==> config.mk <==
export PLATFORM = sky130hd
export DESIGN_NAME = ram_req_arbiter
export DESIGN_NICKNAME = d
export VERILOG_FILES = /design/src/rtl/ram_req_arbiter.sv
export SDC_FILE = /design/constraint.sdc
export NUM_CORES = 1
export LEC_CHECK = 0
export BUFFER_PORTS_ARGS = -buffer_cell sky130_fd_sc_hd__clkbuf_2
export CAP_MARGIN = 20
export CELL_PAD_IN_SITES_DETAIL_PLACEMENT = 1
export CELL_PAD_IN_SITES_GLOBAL_PLACEMENT = 2
export CORE_MARGIN = 1
export CORE_UTILIZATION = 28
export DETAILED_ROUTE_END_ITERATION = 16
export HOLD_SLACK_MARGIN = 0.08
export PLACE_DENSITY = 0.88
export SLEW_MARGIN = 10
export SYNTH_ARGS = -nofsm -noshare
export SYNTH_HDL_FRONTEND = slang
export SYNTH_SLANG_ARGS = --single-unit
==> constraint.sdc <==
create_clock -name clk -period 4.05 [get_ports clk]
set_input_delay 0 -clock clk [delete_from_list [all_inputs] [get_ports clk]]
set_output_delay 0 -clock clk [all_outputs]
set_load 0.03 [all_outputs]
==> src/rtl/ram_req_arbiter.sv <==
// Round-robin arbiter and mv/moc sequencer that shares one 256x8 RAM between fetch (port 0) and data (port 1).
// Optional build macro RAMCTRL_MOC_TIMEOUT_EN adds a WAIT-state moc timeout of TIMEOUT_CYCLES cycles.
//
// state | meaning
// IDLE  | arbitrate, latch winner, range check
// ISSUE | mem_mv asserted with latched access
// WAIT  | hold access until mem_moc (or timeout)
// RESP  | one-cycle done pulse, err/rdata valid
// DRAIN | wait for mem_moc to fall
module ram_req_arbiter #(
  parameter int AW             = 8,
  parameter int DW             = 64,
  parameter int TIMEOUT_CYCLES = 255
) (
  input  logic            clk,
  input  logic            rst_n,
  input  logic [1:0]      req,
  input  logic [1:0]      req_rw,
  input  logic [2*AW-1:0] req_addr,
  input  logic [3:0]      req_size,
  input  logic [2*DW-1:0] req_wdata,
  output logic [1:0]      done,
  output logic            err,
  output logic [DW-1:0]   rdata,
  output logic            mem_mv,
  output logic            mem_rw,
  output logic [AW-1:0]   mem_addr,
  output logic [1:0]      mem_type,
  output logic [DW-1:0]   mem_din,
  input  logic [DW-1:0]   mem_dout,
  input  logic            mem_moc
);

  generate
    if (TIMEOUT_CYCLES < 1) begin : g_bad_timeout
      $error("TIMEOUT_CYCLES must be at least 1");
    end
  endgenerate

  typedef enum logic [2:0] {IDLE, ISSUE, WAIT, RESP, DRAIN} state_t;

  state_t          state, state_nxt;
  logic            ptr, ptr_nxt;
  logic            gnt, gnt_nxt;
  logic [1:0]      done_nxt;
  logic            err_nxt;
  logic [DW-1:0]   rdata_nxt;
  logic            mv_nxt;
  logic            rw_nxt;
  logic [AW-1:0]   addr_nxt;
  logic [1:0]      type_nxt;
  logic [DW-1:0]   din_nxt;

  logic            win;
  logic            win_rw;
  logic [AW-1:0]   win_addr;
  logic [1:0]      win_size;
  logic [DW-1:0]   win_wdata;
  logic [2:0]      span;
  logic [AW:0]     last_byte;
  logic            out_of_range;

`ifdef RAMCTRL_MOC_TIMEOUT_EN
  localparam int CW = (TIMEOUT_CYCLES > 255) ? $clog2(TIMEOUT_CYCLES + 1) : 8;
  localparam logic [CW-1:0] TMR_LOAD = CW'(TIMEOUT_CYCLES - 1);

  logic [CW-1:0]   tmr, tmr_nxt;
  logic            timed_out, timed_out_nxt;
`endif

  // Contention goes to the pointer port; a lone requester always wins.
  always_comb begin
    win       = (req == 2'b11) ? ptr : req[1];
    win_rw    = win ? req_rw[1] : req_rw[0];
    win_addr  = win ? req_addr[2*AW-1:AW] : req_addr[AW-1:0];
    win_size  = win ? req_size[3:2] : req_size[1:0];
    win_wdata = win ? req_wdata[2*DW-1:DW] : req_wdata[DW-1:0];
    span      = {&win_size, win_size[1], |win_size};
    last_byte = {1'b0, win_addr} + (AW+1)'(span);
    out_of_range = last_byte[AW];
  end

  always_comb begin
    state_nxt = state;
    ptr_nxt   = ptr;
    gnt_nxt   = gnt;
    done_nxt  = 2'b00;
    err_nxt   = 1'b0;
    rdata_nxt = rdata;
    mv_nxt    = mem_mv;
    rw_nxt    = mem_rw;
    addr_nxt  = mem_addr;
    type_nxt  = mem_type;
    din_nxt   = mem_din;
`ifdef RAMCTRL_MOC_TIMEOUT_EN
    tmr_nxt       = tmr;
    timed_out_nxt = timed_out;
`endif
    case (state)
      IDLE: begin
        if (|req) begin
          gnt_nxt = win;
          ptr_nxt = ~win;
          if (out_of_range) begin
            state_nxt = RESP;
            done_nxt  = win ? 2'b10 : 2'b01;
            err_nxt   = 1'b1;
            rdata_nxt = '0;
          end else begin
            state_nxt = ISSUE;
            mv_nxt    = 1'b1;
            rw_nxt    = win_rw;
            addr_nxt  = win_addr;
            type_nxt  = win_size;
            din_nxt   = win_wdata;
          end
        end
      end
      ISSUE: begin
        state_nxt = WAIT;
`ifdef RAMCTRL_MOC_TIMEOUT_EN
        tmr_nxt       = TMR_LOAD;
        timed_out_nxt = 1'b0;
`endif
      end
      WAIT: begin
        if (mem_moc) begin
          state_nxt = RESP;
          mv_nxt    = 1'b0;
          done_nxt  = gnt ? 2'b10 : 2'b01;
          if (mem_rw) rdata_nxt = mem_dout;
        end
`ifdef RAMCTRL_MOC_TIMEOUT_EN
        else if (tmr == '0) begin
          state_nxt     = RESP;
          mv_nxt        = 1'b0;
          done_nxt      = gnt ? 2'b10 : 2'b01;
          err_nxt       = 1'b1;
          timed_out_nxt = 1'b1;
        end else begin
          tmr_nxt = tmr - 1'b1;
        end
`endif
      end
      RESP: begin
`ifdef RAMCTRL_MOC_TIMEOUT_EN
        state_nxt = timed_out ? IDLE : DRAIN;
`else
        state_nxt = DRAIN;
`endif
      end
      DRAIN: begin
        if (!mem_moc) state_nxt = IDLE;
      end
      default: state_nxt = IDLE;
    endcase
  end

  always_ff @(posedge clk or negedge rst_n) begin
    if (!rst_n) begin
      state    <= IDLE;
      ptr      <= 1'b0;
      gnt      <= 1'b0;
      done     <= 2'b00;
      err      <= 1'b0;
      rdata    <= '0;
      mem_mv   <= 1'b0;
      mem_rw   <= 1'b1;
      mem_addr <= '0;
      mem_type <= 2'b00;
      mem_din  <= '0;
    end else begin
      state    <= state_nxt;
      ptr      <= ptr_nxt;
      gnt      <= gnt_nxt;
      done     <= done_nxt;
      err      <= err_nxt;
      rdata    <= rdata_nxt;
      mem_mv   <= mv_nxt;
      mem_rw   <= rw_nxt;
      mem_addr <= addr_nxt;
      mem_type <= type_nxt;
      mem_din  <= din_nxt;
    end
  end

`ifdef RAMCTRL_MOC_TIMEOUT_EN
  always_ff @(posedge clk or negedge rst_n) begin
    if (!rst_n) begin
      tmr       <= '0;
      timed_out <= 1'b0;
    end else begin
      tmr       <= tmr_nxt;
      timed_out <= timed_out_nxt;
    end
  end
`endif

endmodule
==> results.yml, run 1 <==
run_status:
  status: "finished clean"
yosys:
  yosys.area.top_type: "dfrtp_1"
  syn_inst: 652
  synth_edf_count: 0
  synth_ff_type: "dfrtp_1"
  synth-seq-area-share: 0.498
  yosys.cell_types.count: 42
  synth_area_um2: 7440
  synth_top_area_frac: 0.495
  yosys-top-cells-area: "dfrtp_1 49%, mux2_2 17%, mux2_4 7.5%"
  synth-seq-cells: 148
  syn_nets: 873
  yosysWarnings: 0
  synth-async-reset-ratio: 1.00
  avgSynthCellArea_um2: 11.4
grt:
  grt_pass1_vias: 8233
  grt_pass1_wl_um: 47700
  grt_max_degree: 89
  antenna_found_initial: 2
  grt_use_total: 0.232
  gr-total-overflow: 0
power_and_ir_drop:
  clkPwrFrac: 0.162
  p_comb_frac: 0.565
  p_switching_w: 0.00489
  power_w: 0.0104
  peakVddDrop_uv: 613
  p_int_w: 0.00550
  power.leakage_nw: 5.95
  p_seq_frac: 0.273
  power_density_nw_per_um2: 843
  swShare: 0.471
placement:
  portBuffers: 361
  gp_congestion: 0.787
  dp_hpwl_um: 18400
timing:
  slew_headroom: 0.389
  finalSetupTns_ps: 0
  period_minus_slack_ps: 3410
  setup_viol: 0
  hold_viol_final: 0
  fmax_mhz: 294
  rsz0062_at_grt: "false"
  worst_slew_pin_slew_ps: 916
  fin_crit_sh: 0.841
  maxSlewViolCount: 0
  finClkSkew_ps: 16.2
worst_setup_path:
  cp_max_fo: 51
  path_cells: "and2b_1, nor2_1, mux2_2, ha_1, o211ai_1, a2111oi_0, o221ai_1, nand2_2, buf_12, o211ai_1"
  path_buf_inv: 1
  end_kind: "register"
  path_delay_family: "compound AO/OA/AOI/OAI gates"
  slowest_delay_ps: 440
  crit_arrival_ps: 3690
  critPathLaunchType: "register"
  critPathKind: "register to register"
  cp.required_ps: 4330
  cp_slowest_cell: "a2111oi_0"
  cp_common_cell: "o211ai_1"
floorplanning:
  core_um2: 26100
  rows: 59
  die_w_um: 165
  initial_utilization: 0.285
  die_h_um: 165
  die-area_um2: 27200
  ioPinCount: 362
clock_network:
  htreeDepth: 4
  post_cts_resized: 0
  cts_tree: "yes"
  cts_root_buffer: "clkbuf_16"
  clock-sinks: 148
  clk_latency_ps: 420
  cts.path.max_buffers: 2
  cts_made_buffers: 17
  clk_pin_slew_ps: 70
routing:
  route.detailed.drc: 0
  ant_nets: 0
  dr.pass1.iters: 4
  wire_per_inst_um: 19.9
  routed_wl_um: 31200
  drt-initial-drc-count: 369
  vias: 7465
  routed_via_density: 4.76
finish:
  layout_commonest_cell: "clkbuf_2"
  layout_common_cells: "360 x clkbuf_2, 217 x dlygate4sd3_1, 147 x dfrtp_1"
  drive_above_1_share: 0.455
  layout.nets: 1439
  area.growth.synth_to_final_pct: 65.7
flow_run:
  drv_cap: 0
min_path:
  hold_path.class: "primary input to register"
area by class of cell:
| cell class | instances | area [um2] |
|---|---|---|
| inverter | 66 | 248 |
| fill | 2908 | 13700 |
| sequential | 148 | 3700 |
| tap | 335 | 419 |
| multi-input combinational | 397 | 3250 |
| timing repair buffer | 588 | 4090 |
| clock inverter | 12 | 168 |
| clock buffer | 20 | 447 |
| antenna | 1 | 2.50 |
synth_stat cells (all sizes together) (2+ instances only):
cell type    n
a21oi        3
buf         25
clkbuf      16
dfrtp      147
ha           2
inv         66
mux2       146
mux2i        4
nand2       73
nand3       69
nor2         8
nor3         3
o211ai      67
o21a         2
o21ai        4
o221ai       2
or3          2
timing repair:
| action | in CTS | in global routing |
|---|---|---|
| hold buffers | 217 | 0 |
| setup endpoints to repair | 0 | 0 |
| setup buffers | 0 | 0 |
| hold endpoints to repair | 228 | 0 |
worst reg2reg max path, stage by stage, from the launching register on:
cell	delay [ps]
dfrtp_1	350
and2b_1	210
nor2_1	290
mux2_2	400
ha_1	310
o211ai_1	130
a2111oi_0	440
o221ai_1	320
nand2_2	360
buf_12	300
o211ai_1	170
flip-flops by register name (all words and copies together), names as in the netlist:
name	cells
rdata	64
mem_addr	8
mem_din	64
gnt	1
err	1
state	3
done	2
ptr	1
mem_type	2
mem_mv	1
mem_rw	1
metal layers:
| metal | global-route usage | wire [um] |
|---|---|---|
| met5 | 0 | 0 |
| met4 | 0.0988 | 1260 |
| met3 | 0.0505 | 1420 |
| met2 | 0.412 | 16400 |
| met1 | 0.265 | 12100 |
path summary, 6_finish.rpt:
kind	end	start	cells past startpoint	slack (ps)
min reg2reg	mem_din[1]$_DFFE_PN0P_	mem_din[1]$_DFFE_PN0P_	1	510
max	rdata[53]$_DFFE_PN0P_	ptr$_DFFE_PN0P_	10	640
max in group asynchronous	rdata[63]$_DFFE_PN0P_	rst_n	3	2840
min in group asynchronous	mem_din[40]$_DFFE_PN0P_	rst_n	2	210
min	gnt$_DFFE_PN0P_	req[1]	4	160
max reg2reg	rdata[53]$_DFFE_PN0P_	ptr$_DFFE_PN0P_	10	640
power by group through the flow:
| stage | Sequential [W] | Combinational, W | Clock, W |
|---|---|---|---|
| CTS | 0.00279 | 0.00581 | 0.00173 |
| global route | 0.00293 | 0.00628 | 0.00180 |
| floorplan | 0.00411 | 0.00272 | 0 |
| finish | 0.00284 | 0.00587 | 0.00168 |
| global placement | 0.00276 | 0.00541 | 0 |
| detailed placement | 0.00280 | 0.00555 | 0 |
cells by family (layout without fill, tap and decap cells):
kind of cell | after synthesis | in the layout | share of synthesized area
compound gates | 84 | 84 | 0.0871
fa+ha+maj | 2 | 2 | 0.00336
buf+inv | 107 | 686 | 0.0676
flops | 148 | 148 | 0.498
mux | 150 | 150 | 0.245
other cells | 0 | 1 | 0
simple gates | 161 | 161 | 0.0987
through the flow:
| step | hold WS, ps | cell area, um2 | utilization | worst slack [ps] | std cells |
|---|---|---|---|---|---|
| after floorplan | -296 | 7440 | - | 1000 | 652 |
| after global placement | 140 | 9540 | 0.366 | 788 | 1317 |
| after detailed placement | 141 | 9540 | 0.366 | 685 | 1317 |
| after CTS | 141 | 12300 | 0.473 | 670 | 1566 |
| after global routing | 222 | 12300 | 0.473 | 270 | 1567 |
| final | 164 | 12300 | 0.473 | 643 | 1567 |
Power figures use the tool's default switching activity.
==> inputs of run 2 (changes only) <==
- CORE_UTILIZATION: 28 -> 25
- PLACE_DENSITY: 0.88 -> 0.84
- clock period: 4.05 -> 3.05 ns (I/O delays scaled with it)
==> results.yml, run 2 (synthesized netlist as in run 1, its figures left out) <==
run_status:
  status: "finished clean"
finish:
  area.growth.synth_to_final_pct: 71.9
  layout_commonest_cell: "clkbuf_2"
  seq_area_um2: 3700
  layout_common_cells: "360 x clkbuf_2, 215 x dlygate4sd3_1, 147 x dfrtp_1"
  top_regs: "mem_din: 64 flops, rdata: 64 flops, mem_addr: 8 flops"
  drive_above_1_share: 0.475
  layout.nets: 1468
  finalNonFillerCells: 1647
  multiInputGateArea_um2: 3290
  fillers: 3319
worst_setup_path:
  cp.required_ps: 3350
  cp_max_fo: 7
  end_kind: "register"
  critPathLaunchType: "register"
  crit_arrival_ps: 3290
  rrSetupSlack_ps: 60
  critPathKind: "register to register"
power_and_ir_drop:
  power_density_nw_per_um2: 1140
  power.leakage_nw: 6.16
  peakVddDrop_uv: 521
floorplanning:
  core_um2: 29000
  ioPinCount: 362
  die-area_um2: 30400
  rows: 62
  initial_utilization: 0.256
  die_w_um: 174
  die_h_um: 174
placement:
  dp_hpwl_um: 18500
  gp_congestion: 0.798
  portBuffers: 361
  dp_cells: 1383
routing:
  routed_wl_um: 31000
  drt-initial-drc-count: 274
  ant_nets: 0
  vias: 7496
  route.detailed.drc: 0
  dr.pass1.iters: 4
  wire_per_inst_um: 18.8
  routed_via_density: 4.55
clock_network:
  cts_root_buffer: "clkbuf_16"
  cts.path.max_buffers: 2
  clk_latency_ps: 420
  cts_made_buffers: 17
  clk_pin_slew_ps: 70
  clock-sinks: 148
  htreeDepth: 4
  cts_tree: "yes"
grt:
  grt_pass1_vias: 8597
  grt_use_total: 0.201
  gr-total-overflow: 0
  antenna_found_initial: 3
  grt_pass1_wl_um: 47800
  grt_max_degree: 70
timing:
  slew_headroom: 0.483
  fmax_mhz: 335
  finClkSkew_ps: 11.8
  hold_viol_final: 0
  maxSlewViolCount: 0
  finalSetupTns_ps: 0
  period_minus_slack_ps: 2990
  fin_crit_sh: 0.979
  worst_slew_pin_slew_ps: 776
  setup_viol: 0
flow_run:
  drv_cap: 0
min_path:
  hold_path.class: "primary input to register"
[run 2: worst paths after layout]
kind / startpoint / to / depth (start not counted)
worst max register to register: ptr$_DFFE_PN0P_ / mem_din[52]$_DFFE_PN0P_ / 12
max in group asynchronous: rst_n / mem_rw$_DFFE_PN1P_ / 3
min in group asynchronous: rst_n / mem_din[45]$_DFFE_PN0P_ / 2
worst min register to register: mem_din[32]$_DFFE_PN0P_ / mem_din[32]$_DFFE_PN0P_ / 1
worst min-delay path: req_size[1] / mem_type[1]$_DFFE_PN0P_ / 4
worst max-delay path: ptr$_DFFE_PN0P_ / mem_din[52]$_DFFE_PN0P_ / 12
[run 2: routing by layer]
metal	up-vias	routed length, um	track usage
li1	3476	-	-
met1	3695	12300	0.227
met2	236	16100	0.358
met3	89	1100	0.0367
met4	0	1480	0.112
met5	-	0	0
[run 2: metrics by stage]
stage	total power [W]	hold slack (ps)	cell area, um2	util	setup WS (ps)
4_1_cts	0.0140	98.2	12500	0.431	47.7
5_1_grt	0.0154	90.1	12800	0.441	-55.1
2_1_floorplan	0.00906	-296	7440	-	0.366
3_3_place_gp	0.0112	81.4	9760	0.337	28.8
3_5_place_dp	0.0114	77.6	9760	0.337	-1.34
6_report	0.0145	102	12800	0.441	62.8
[run 2: worst max-delay path, cell delays in order (launching register included)]
cell	delay (ps)
dfrtp_1	340
and2b_2	240
nor2_4	160
mux2_4	330
nor2b_1	140
ha_1	290
or2_4	230
o21a_1	130
o221ai_4	210
buf_12	160
clkbuf_16	160
clkbuf_16	160
mux2_4	300
[run 2: power breakdown]
group | internal [W] | total (W) | switching (W)
clock | 0.00116 | 0.00213 | 0.000970
sequential | 0.00300 | 0.00375 | 0.000752
combinational | 0.00362 | 0.00866 | 0.00503
total | 0.00779 | 0.0145 | 0.00675
[run 2: timing repair]
action / CTS / global route
hold buffers: 215 / 0
setup endpoints to repair: 12 / 122
gates cloned: 0 / 4
pin swaps: 0 / 3
resized for setup: 2 / 17
buffers inserted: 0 / 10
hold endpoints to repair: 211 / 0
[run 2: cell type report]
type                            count  share of cell area
Antenna cell                        3            0.000587
Clock inverter                     15              0.0123
Timing Repair Buffer              617               0.349
Tap cell                          384              0.0376
Multi-Input combinational cell    397               0.258
Clock buffer                       17              0.0333
Sequential cell                   148               0.290
Inverter                           66              0.0194
